<file path="src/rtl/compute_s.sv">
// compute_s: second-pass IDCT, S = C^T * T for one 8x8 block using a single sequential MAC.
// Optional macro CS_ROUND_EN rounds the >>>8 result half-up instead of truncating.
module compute_s (
    input  logic               CLOCK_50_I,
    input  logic               Resetn,
    input  logic               CS_start,
    output logic               CS_done,
    output logic [6:0]         T_read_address,
    input  logic signed [31:0] T_read_data,
    output logic [6:0]         S_write_address,
    output logic signed [31:0] S_write_data,
    output logic               S_write_enable
);
    typedef enum logic [1:0] {S_IDLE, S_RUN, S_DRAIN1, S_DRAIN2} state_t;
    // Flattened C[k][i], row k at offset 8*k
    localparam logic signed [15:0] C_ROM [64] = '{
        16'sd1448,  16'sd1448,  16'sd1448,  16'sd1448,  16'sd1448,  16'sd1448,  16'sd1448,  16'sd1448,
        16'sd2008,  16'sd1702,  16'sd1137,  16'sd399,  -16'sd399,  -16'sd1137, -16'sd1702, -16'sd2008,
        16'sd1892,  16'sd783,  -16'sd783,  -16'sd1892, -16'sd1892, -16'sd783,   16'sd783,   16'sd1892,
        16'sd1702, -16'sd399,  -16'sd2008, -16'sd1137,  16'sd1137,  16'sd2008,  16'sd399,  -16'sd1702,
        16'sd1448, -16'sd1448, -16'sd1448,  16'sd1448,  16'sd1448, -16'sd1448, -16'sd1448,  16'sd1448,
        16'sd1137, -16'sd2008,  16'sd399,   16'sd1702, -16'sd1702, -16'sd399,   16'sd2008, -16'sd1137,
        16'sd783,  -16'sd1892,  16'sd1892, -16'sd783,  -16'sd783,   16'sd1892, -16'sd1892,  16'sd783,
        16'sd399,  -16'sd1137,  16'sd1702, -16'sd2008,  16'sd2008, -16'sd1702,  16'sd1137, -16'sd399
    };
`ifdef CS_ROUND_EN
    localparam logic signed [47:0] RND = 48'sd128;
`else
    localparam logic signed [47:0] RND = 48'sd0;
`endif
    state_t             state_q, state_d;
    logic [8:0]         cnt_q, cnt_d;
    logic [2:0]         i_dly_q, i_dly_d, j_dly_q, j_dly_d, k_dly_q, k_dly_d;
    logic               vld_q, vld_d;
    logic signed [47:0] acc_q, acc_d, prod, sum;
    logic signed [15:0] coef;
    logic [6:0]         waddr_d;
    logic signed [31:0] wdata_d;
    logic               we_d, done_d;
    assign T_read_address = (state_q == S_RUN) ? {1'b0, cnt_q[2:0], cnt_q[5:3]} : 7'd0;
    assign coef = C_ROM[{k_dly_q, i_dly_q}];
    assign prod = 48'(T_read_data) * 48'(coef);
    assign sum  = (k_dly_q == 3'd0 ? 48'sd0 : acc_q) + prod;
    always_comb begin
        state_d = state_q;
        cnt_d   = cnt_q;
        done_d  = 1'b0;
        case (state_q)
            S_IDLE: begin
                state_d = CS_start ? S_RUN : S_IDLE;
                cnt_d   = 9'd0;
            end
            S_RUN: begin
                cnt_d   = cnt_q + 9'd1;
                state_d = (cnt_q == 9'd511) ? S_DRAIN1 : S_RUN;
            end
            S_DRAIN1: state_d = S_DRAIN2;
            S_DRAIN2: begin
                state_d = S_IDLE;
                done_d  = 1'b1;
            end
        endcase
        i_dly_d = cnt_q[8:6];
        j_dly_d = cnt_q[5:3];
        k_dly_d = cnt_q[2:0];
        vld_d   = (state_q == S_RUN);
        acc_d   = vld_q ? sum : acc_q;
        we_d    = vld_q && (k_dly_q == 3'd7);
        waddr_d = we_d ? {1'b0, i_dly_q, j_dly_q} : S_write_address;
        wdata_d = we_d ? 32'((sum + RND) >>> 8) : S_write_data;
    end
    always_ff @(posedge CLOCK_50_I or negedge Resetn) begin
        if (!Resetn) begin
            state_q         <= S_IDLE;
            cnt_q           <= 9'd0;
            i_dly_q         <= 3'd0;
            j_dly_q         <= 3'd0;
            k_dly_q         <= 3'd0;
            vld_q           <= 1'b0;
            acc_q           <= 48'sd0;
            S_write_address <= 7'd0;
            S_write_data    <= 32'sd0;
            S_write_enable  <= 1'b0;
            CS_done         <= 1'b0;
        end else begin
            state_q         <= state_d;
            cnt_q           <= cnt_d;
            i_dly_q         <= i_dly_d;
            j_dly_q         <= j_dly_d;
            k_dly_q         <= k_dly_d;
            vld_q           <= vld_d;
            acc_q           <= acc_d;
            S_write_address <= waddr_d;
            S_write_data    <= wdata_d;
            S_write_enable  <= we_d;
            CS_done         <= done_d;
        end
    end
endmodule

</file>
<file path="config.mk">
export PLATFORM = sky130hd
export DESIGN_NAME = compute_s
export DESIGN_NICKNAME = d
export VERILOG_FILES = /design/src/rtl/compute_s.sv
export SDC_FILE = /design/constraint.sdc
export NUM_CORES = 1
export LEC_CHECK = 0
export CORE_MARGIN = 2
export CORE_UTILIZATION = 35
export CTS_BUF_LIST = sky130_fd_sc_hd__clkbuf_16
export CTS_CLUSTER_SIZE = 24
export DETAILED_ROUTE_END_ITERATION = 8
export GPL_TIMING_DRIVEN = 0
export MAX_ROUTING_LAYER = met4
export PLACE_DENSITY = 0.56
export SETUP_SLACK_MARGIN = 0.4
export SLEW_MARGIN = 20
export SYNTH_ARGS = -nofsm -noshare
export SYNTH_HDL_FRONTEND = slang
export SYNTH_SLANG_ARGS = --single-unit
</file>
<file path="constraint.sdc">
create_clock -name CLOCK_50_I -period 15.55 [get_ports CLOCK_50_I]
set_input_delay 2.3325 -clock CLOCK_50_I [delete_from_list [all_inputs] [get_ports CLOCK_50_I]]
set_output_delay 2.3325 -clock CLOCK_50_I [all_outputs]
set_load 0.05 [all_outputs]
</file>
==> metrics, run 1 <==
setup tns final=0 ps; CP max-delay cell=clkbuf_1; length of routed met3 wiring=4390 µm; number of global-route vias before repair=17030; Remaining DRCs=0; Slew HR=24.7%; CP max FO=11; Final period util=66.4%; LEAKAGE=12.1 nW; CTS resizes=0; minimum clock period=10320 ps; CP peak stage delay=840 ps; clk buf depth=2; most frequent cells in the layout=inv_1 (569), fa_1 (441), nand2_1 (358); Tot GR Track Use=22.1%; async set or reset register ratio after synthesis=100%; RSZ-0062 raised after global routing=no; Die Y=250 µm; top sig layer=met4; Worst Path Required=15810 ps; Finish-stage setup viols=0; number of flops mapped to enable cells by yosys=0; WHS=420 ps; Avg Cell Area, Syn=9.02 µm²; nature of the critical path endpoint=flop; DRT iter0 DRCs=1088; Post-synth top flop=dfrtp_1; die width=250 µm; FF+latch area=0.00253 mm²; hold_buf cts=0; CTS Root Cell=clkbuf_16; most common cell after layout, fill and taps aside=inv_1; Pwr Total=0.00273 W; post-synth cell types=73; Metal-1 WL=28700 µm; fin nets=3042; Seq/Total Area, Yosys=11.9%; clk_skew=29.9 ps; slew of the pin with the lowest slew margin=1130 ps; crit start category=flop; Rows=90; multi-input logic area=0.0160 mm²; synthesized cell area=0.0212 mm²; H-tree levels=3; synth warn=0; Synth Instances=2348; setup slack after layout=5230 ps; crit path DAT=10590 ps; Initial Util=35.2%; CTS sink count=101; WL/cell=20.1 µm; post-place setup slack=5470 ps; PwrDens=117 mW/mm²; via count=15899; initial antenna violation count=5; Fmax achieved=96.9 MHz; port bufs=75; Slew Viols, Final=0; Post-DP HPWL=54700 µm; GRT overflow=0; outcome=finished, final reports clean; Hold Vio Cnt, Final=0; Initial DRT Pass Iterations=5; synthesis-stage register bit count=101; # IOs=83; Synth-to-Final Area Change=9.90%; Filler Cell Count=6152; core area=0.0601 mm²; CTS clk-pin slew, worst paths=100 ps; TritonCTS clock tree=yes; first-pass GRT wire length=101000 µm; Die ar.=0.0625 mm²; worst hold-check path type=flop to flop; layout cells sized above 1=3.03%; routed vias/inst=4.93; setup bufs post-CTS=0; routability cong.=0.940; TritonCTS Buffers=9; met2 routed WL=30200 µm; largest net degree at the start of global routing=53; wirelength, routed=64800 µm; Clock Latency Late Sink=400 ps; post-route ant nets=0; number of max-cap violations=0; critical path type=flop to flop; Max rail drop VDD=128 µV
worst paths after layout:
path,slack (ps),to,start,cells past startpoint
worst min register to register,420,i_dly_q[2]$_DFF_PN0_,cnt_q[8]$_DFFE_PN0P_,0
worst max-delay path,5230,acc_q[31]$_DFFE_PN0P_,i_dly_q[1]$_DFF_PN0_,31
worst max register to register,5230,acc_q[31]$_DFFE_PN0P_,i_dly_q[1]$_DFF_PN0_,31
worst min-delay path,420,i_dly_q[2]$_DFF_PN0_,cnt_q[8]$_DFFE_PN0P_,0
min in group asynchronous,1850,S_write_data[17]$_DFFE_PN0P_,Resetn,1
max in group asynchronous,12990,acc_q[10]$_DFFE_PN0P_,Resetn,2
critical path, delay by kind of cell (launching register included):
family,cells,cell delay [ps]
DFF,1,640
and+or+nand+nor,6,1150
muxes,1,120
buffers and inverters,9,2060
AOI/OAI and AO/OA,7,2490
adders and majority gates,8,3710
cells in the mapped netlist (5+ instances only):
library cell | n | area share [%]
xnor2_1 | 41 | 1.7
nor2b_1 | 55 | 1.6
mux2_2 | 17 | 0.90
inv_1 | 569 | 10
o211ai_1 | 8 | 0.28
buf_2 | 8 | 0.19
nand2b_1 | 12 | 0.35
o21a_1 | 5 | 0.18
o21ai_0 | 68 | 1.6
o31ai_1 | 5 | 0.18
fa_1 | 441 | 42
dfrtp_1 | 101 | 12
mux2i_1 | 28 | 1.3
buf_1 | 5 | 0.089
a21oi_1 | 48 | 1.1
and2_1 | 92 | 2.7
a21o_1 | 18 | 0.64
nor3_1 | 10 | 0.24
a211oi_1 | 12 | 0.43
xor2_1 | 21 | 0.87
a22o_1 | 6 | 0.25
nand3_1 | 11 | 0.26
clkbuf_1 | 96 | 1.7
nand4_1 | 5 | 0.15
ha_1 | 130 | 7.7
nor2_1 | 89 | 1.6
nand2_1 | 358 | 6.3
o21bai_1 | 5 | 0.18
final cells by class:
class                   instances  share of cell area (%)
plain buffers                 114                    2.00
inverters                     573                    9.24
clock buffers                   9                   0.968
well taps                     782                    4.21
flip-flops and latches        101                    10.9
diodes                          1                  0.0108
multi-input cells            1561                    68.9
repair buffers                 76                    3.35
clock inverters                 7                   0.419
logic make-up (layout without fill, tap and decap cells):
family	Yosys count	in the layout	share of synthesized area, %
mux	46	46	2.33
compound gates	226	226	7.22
fa+ha+maj	571	571	49.4
xor+xnor	64	64	2.78
buf+inv	687	779	12.4
flops	101	101	11.9
simple gates	652	652	14.0
other cells	1	3	0.0177
where the power goes:
group	switching (W)	internal [W]	leakage, nW
registers	0.0000411	0.000373	1.19
logic	0.00130	0.000755	10.8
clock network	0.000130	0.000131	0.159
metal layers:
layer	track usage [%]	up-vias
met3	3.88	78
li1	-	7113
met5	-	-
met1	30.1	8194
met2	34.2	514
met4	5.39	0
registers in the layout, indices dropped and copies added, names as in the netlist, named ones only:
signal,count
S_write_enable,1
S_write_data,32
k_dly_q,3
state_q,1
CS_done,1
j_dly_q,3
acc_q,40
i_dly_q,3
vld_q,1
cnt_q,9
S_write_address,6
through the flow:
step	utilization, %	area (µm²)	std cells
after floorplan	-	21200	2349
after global placement	38.1	22900	3206
after detailed placement	38.2	22900	3207
after CTS	38.7	23300	3223
after global routing	38.7	23300	3224
final	38.7	23300	3224
Power figures use the tool's default switching activity.
==> inputs of run 2 (changes only) <==
clock period = 9.8 ns   (was 15.55 ns; I/O delays follow)
==> metrics, run 2 (synthesis gave the netlist of run 1 again) <==
multi-input logic area=0.0161 mm² (was 0.0160 mm²); H-tree levels=3 (unchanged); Synth-to-Final Area Change=10.7% (was 9.90%); CTS sink count=101 (unchanged); RSZ-0062 raised after global routing=no (unchanged); largest net degree at the start of global routing=53 (unchanged); setup tns final=0 ps (unchanged); port bufs=75 (unchanged); Rows=90 (unchanged); fin nets=3048 (was 3042); CTS clk-pin slew, worst paths=80 ps (was 100 ps); nature of the critical path endpoint=flop (unchanged); CP max-delay cell=buf_1 (was clkbuf_1); layout cells sized above 1=4.90% (was 3.03%); number of max-cap violations=0 (unchanged); clk_skew=30.6 ps (was 29.9 ps); Clock Power Share=9.4% (was 9.6%); top sig layer=met4 (unchanged); slew of the pin with the lowest slew margin=1090 ps (was 1130 ps); max FFs per register=40 (unchanged); Finished Layout Cells=3230 (was 3224); WL/cell=20.1 µm (about the same); Final period util=93.6% (was 66.4%); Hold Vio Cnt, Final=0 (unchanged); crit start category=flop (unchanged); LEAKAGE=12.2 nW (was 12.1 nW); FF-to-FF setup slack=630 ps (was 5230 ps); length of routed met3 wiring=4240 µm (was 4390 µm); FF+latch area=0.00253 mm² (about the same); GRT overflow=0 (unchanged); Fmax achieved=109 MHz (was 96.9 MHz); wirelength, routed=64900 µm (was 64800 µm); TritonCTS Buffers=9 (unchanged); Initial DRT Pass Iterations=5 (unchanged); PwrDens=187 mW/mm² (was 117 mW/mm²); most common cell after layout, fill and taps aside=inv_1 (unchanged); minimum clock period=9170 ps (was 10320 ps); core area=0.0601 mm² (unchanged); post-route ant nets=0 (unchanged); Post-DP HPWL=54700 µm (unchanged); TritonCTS clock tree=yes (unchanged); Switching Fraction=53.6% (was 53.9%); CP peak stage delay=830 ps (was 840 ps); CTS Root Cell=clkbuf_16 (unchanged); Worst Path Required=10060 ps (was 15810 ps); Tot GR Track Use=22.1% (about the same); buffer and inverter count on the worst path=8 (was 9); Largest regs=acc_q: 40 flops, S_write_data: 32 flops, cnt_q: 9 flops (unchanged); Initial Util=35.2% (unchanged); cell family with most CP delay=adder cells (unchanged); routed vias/inst=4.92 (was 4.93); initial antenna violation count=6 (was 5); Die ar.=0.0625 mm² (unchanged); Finish-stage setup viols=0 (unchanged); routability cong.=0.940 (unchanged); clk buf depth=2 (unchanged); # IOs=83 (unchanged); placed insts=3207 (unchanged); Max rail drop VDD=208 µV (was 128 µV); DRT iter0 DRCs=1147 (was 1088); Seq pwr share=15.0% (was 15.2%); outcome=finished, final reports clean (unchanged); most frequent cells in the layout=inv_1 (569), fa_1 (441), nand2_1 (358) (unchanged); Remaining DRCs=0 (unchanged); Slew Viols, Final=0 (unchanged); first-pass GRT wire length=101000 µm (unchanged); Int Pwr=0.00204 W (was 0.00126 W); Reg with most FFs=acc_q (unchanged); CP max FO=10 (was 11); via count=15880 (was 15899); Metal-1 WL=28800 µm (was 28700 µm); Logic pwr share=75.6% (was 75.3%); Slew HR=27.4% (was 24.7%); critical path type=flop to flop (unchanged); Clock Latency Late Sink=400 ps (about the same); Die Y=250 µm (unchanged); switching power=0.00235 W (was 0.00147 W); Filler Cell Count=6141 (was 6152); worst hold-check path type=flop to flop (unchanged); crit path DAT=9440 ps (was 10590 ps); die width=250 µm (unchanged); met2 routed WL=30200 µm (about the same); number of global-route vias before repair=17027 (was 17030)
-- run 2: cell count changes in the layout (fill, tap and decap cells not counted), sizes merged --
cell	change
buf	+7
clkbuf	-1
-- run 2: worst register-to-register path, delay by kind of cell (launching register included) --
family / cells / cell delay (ps)
AO/OA/AOI/OAI: 8 / 1950
XOR/XNOR: 1 / 420
adder cells (fa/ha/maj): 8 / 3480
buffers and inverters: 8 / 1630
flip-flops: 1 / 460
multiplexers: 1 / 270
AND/OR/NAND/NOR: 4 / 840
-- run 2: area by class of cell --
cell class | instances | share of cell area [%]
well taps | 782 | 4.18
clock buffers | 9 | 0.961
diodes | 1 | 0.0107
multi-input cells | 1561 | 68.7
flip-flops and latches | 101 | 10.8
repair buffers | 82 | 3.52
plain buffers | 114 | 2.23
clock inverters | 7 | 0.417
inverters | 573 | 9.18
-- run 2: repair_timing --
item                                    4_1_cts  5_1_grt
endpoints found under the setup margin       46       31
hold buffers                                  0        0
pin swaps                                     1        2
setup buffers                                 0        6
resized for setup                            21       56
hold endpoints to repair                      0        0
-- run 2: power groups by stage --
stage	Clock [W]	Combinational (W)	Sequential, W
3_3_place_gp	0	0.00318	0.000662
4_1_cts	0.000429	0.00324	0.000659
5_1_grt	0.000445	0.00365	0.000675
6_report	0.000414	0.00332	0.000657
3_5_place_dp	0	0.00321	0.000666
2_1_floorplan	0	0.00196	0.000892
-- run 2: routing by layer --
metal,up-vias,GRT usage [%]
met4,0,5.39
met3,80,3.83
met1,8201,30.2
met2,477,34.2
met5,-,-
li1,7122,-
-- run 2: path summary, 6_finish.rpt --
check,startpoint,end,cells past startpoint
max reg2reg,i_dly_q[0]$_DFF_PN0_,S_write_data[31]$_DFFE_PN0P_,30
min reg2reg,cnt_q[8]$_DFFE_PN0P_,i_dly_q[2]$_DFF_PN0_,0
max,i_dly_q[0]$_DFF_PN0_,S_write_data[31]$_DFFE_PN0P_,30
max in group asynchronous,Resetn,acc_q[10]$_DFFE_PN0P_,2
min in group asynchronous,Resetn,S_write_data[17]$_DFFE_PN0P_,1
min,cnt_q[8]$_DFFE_PN0P_,i_dly_q[2]$_DFF_PN0_,0
-- run 2: metrics by stage --
step | cell area [µm²] | total power, W | setup slack (ps) | utilization, % | hold slack (ps)
6_report | 23400 | 0.00439 | 626 | 39.0 | 418
3_3_place_gp | 22900 | 0.00384 | -581 | 38.1 | 404
5_1_grt | 23400 | 0.00476 | 378 | 39.0 | 434
3_5_place_dp | 22900 | 0.00387 | -257 | 38.2 | 408
2_1_floorplan | 21200 | 0.00285 | 1860 | - | 380
4_1_cts | 23300 | 0.00433 | 407 | 38.8 | 423
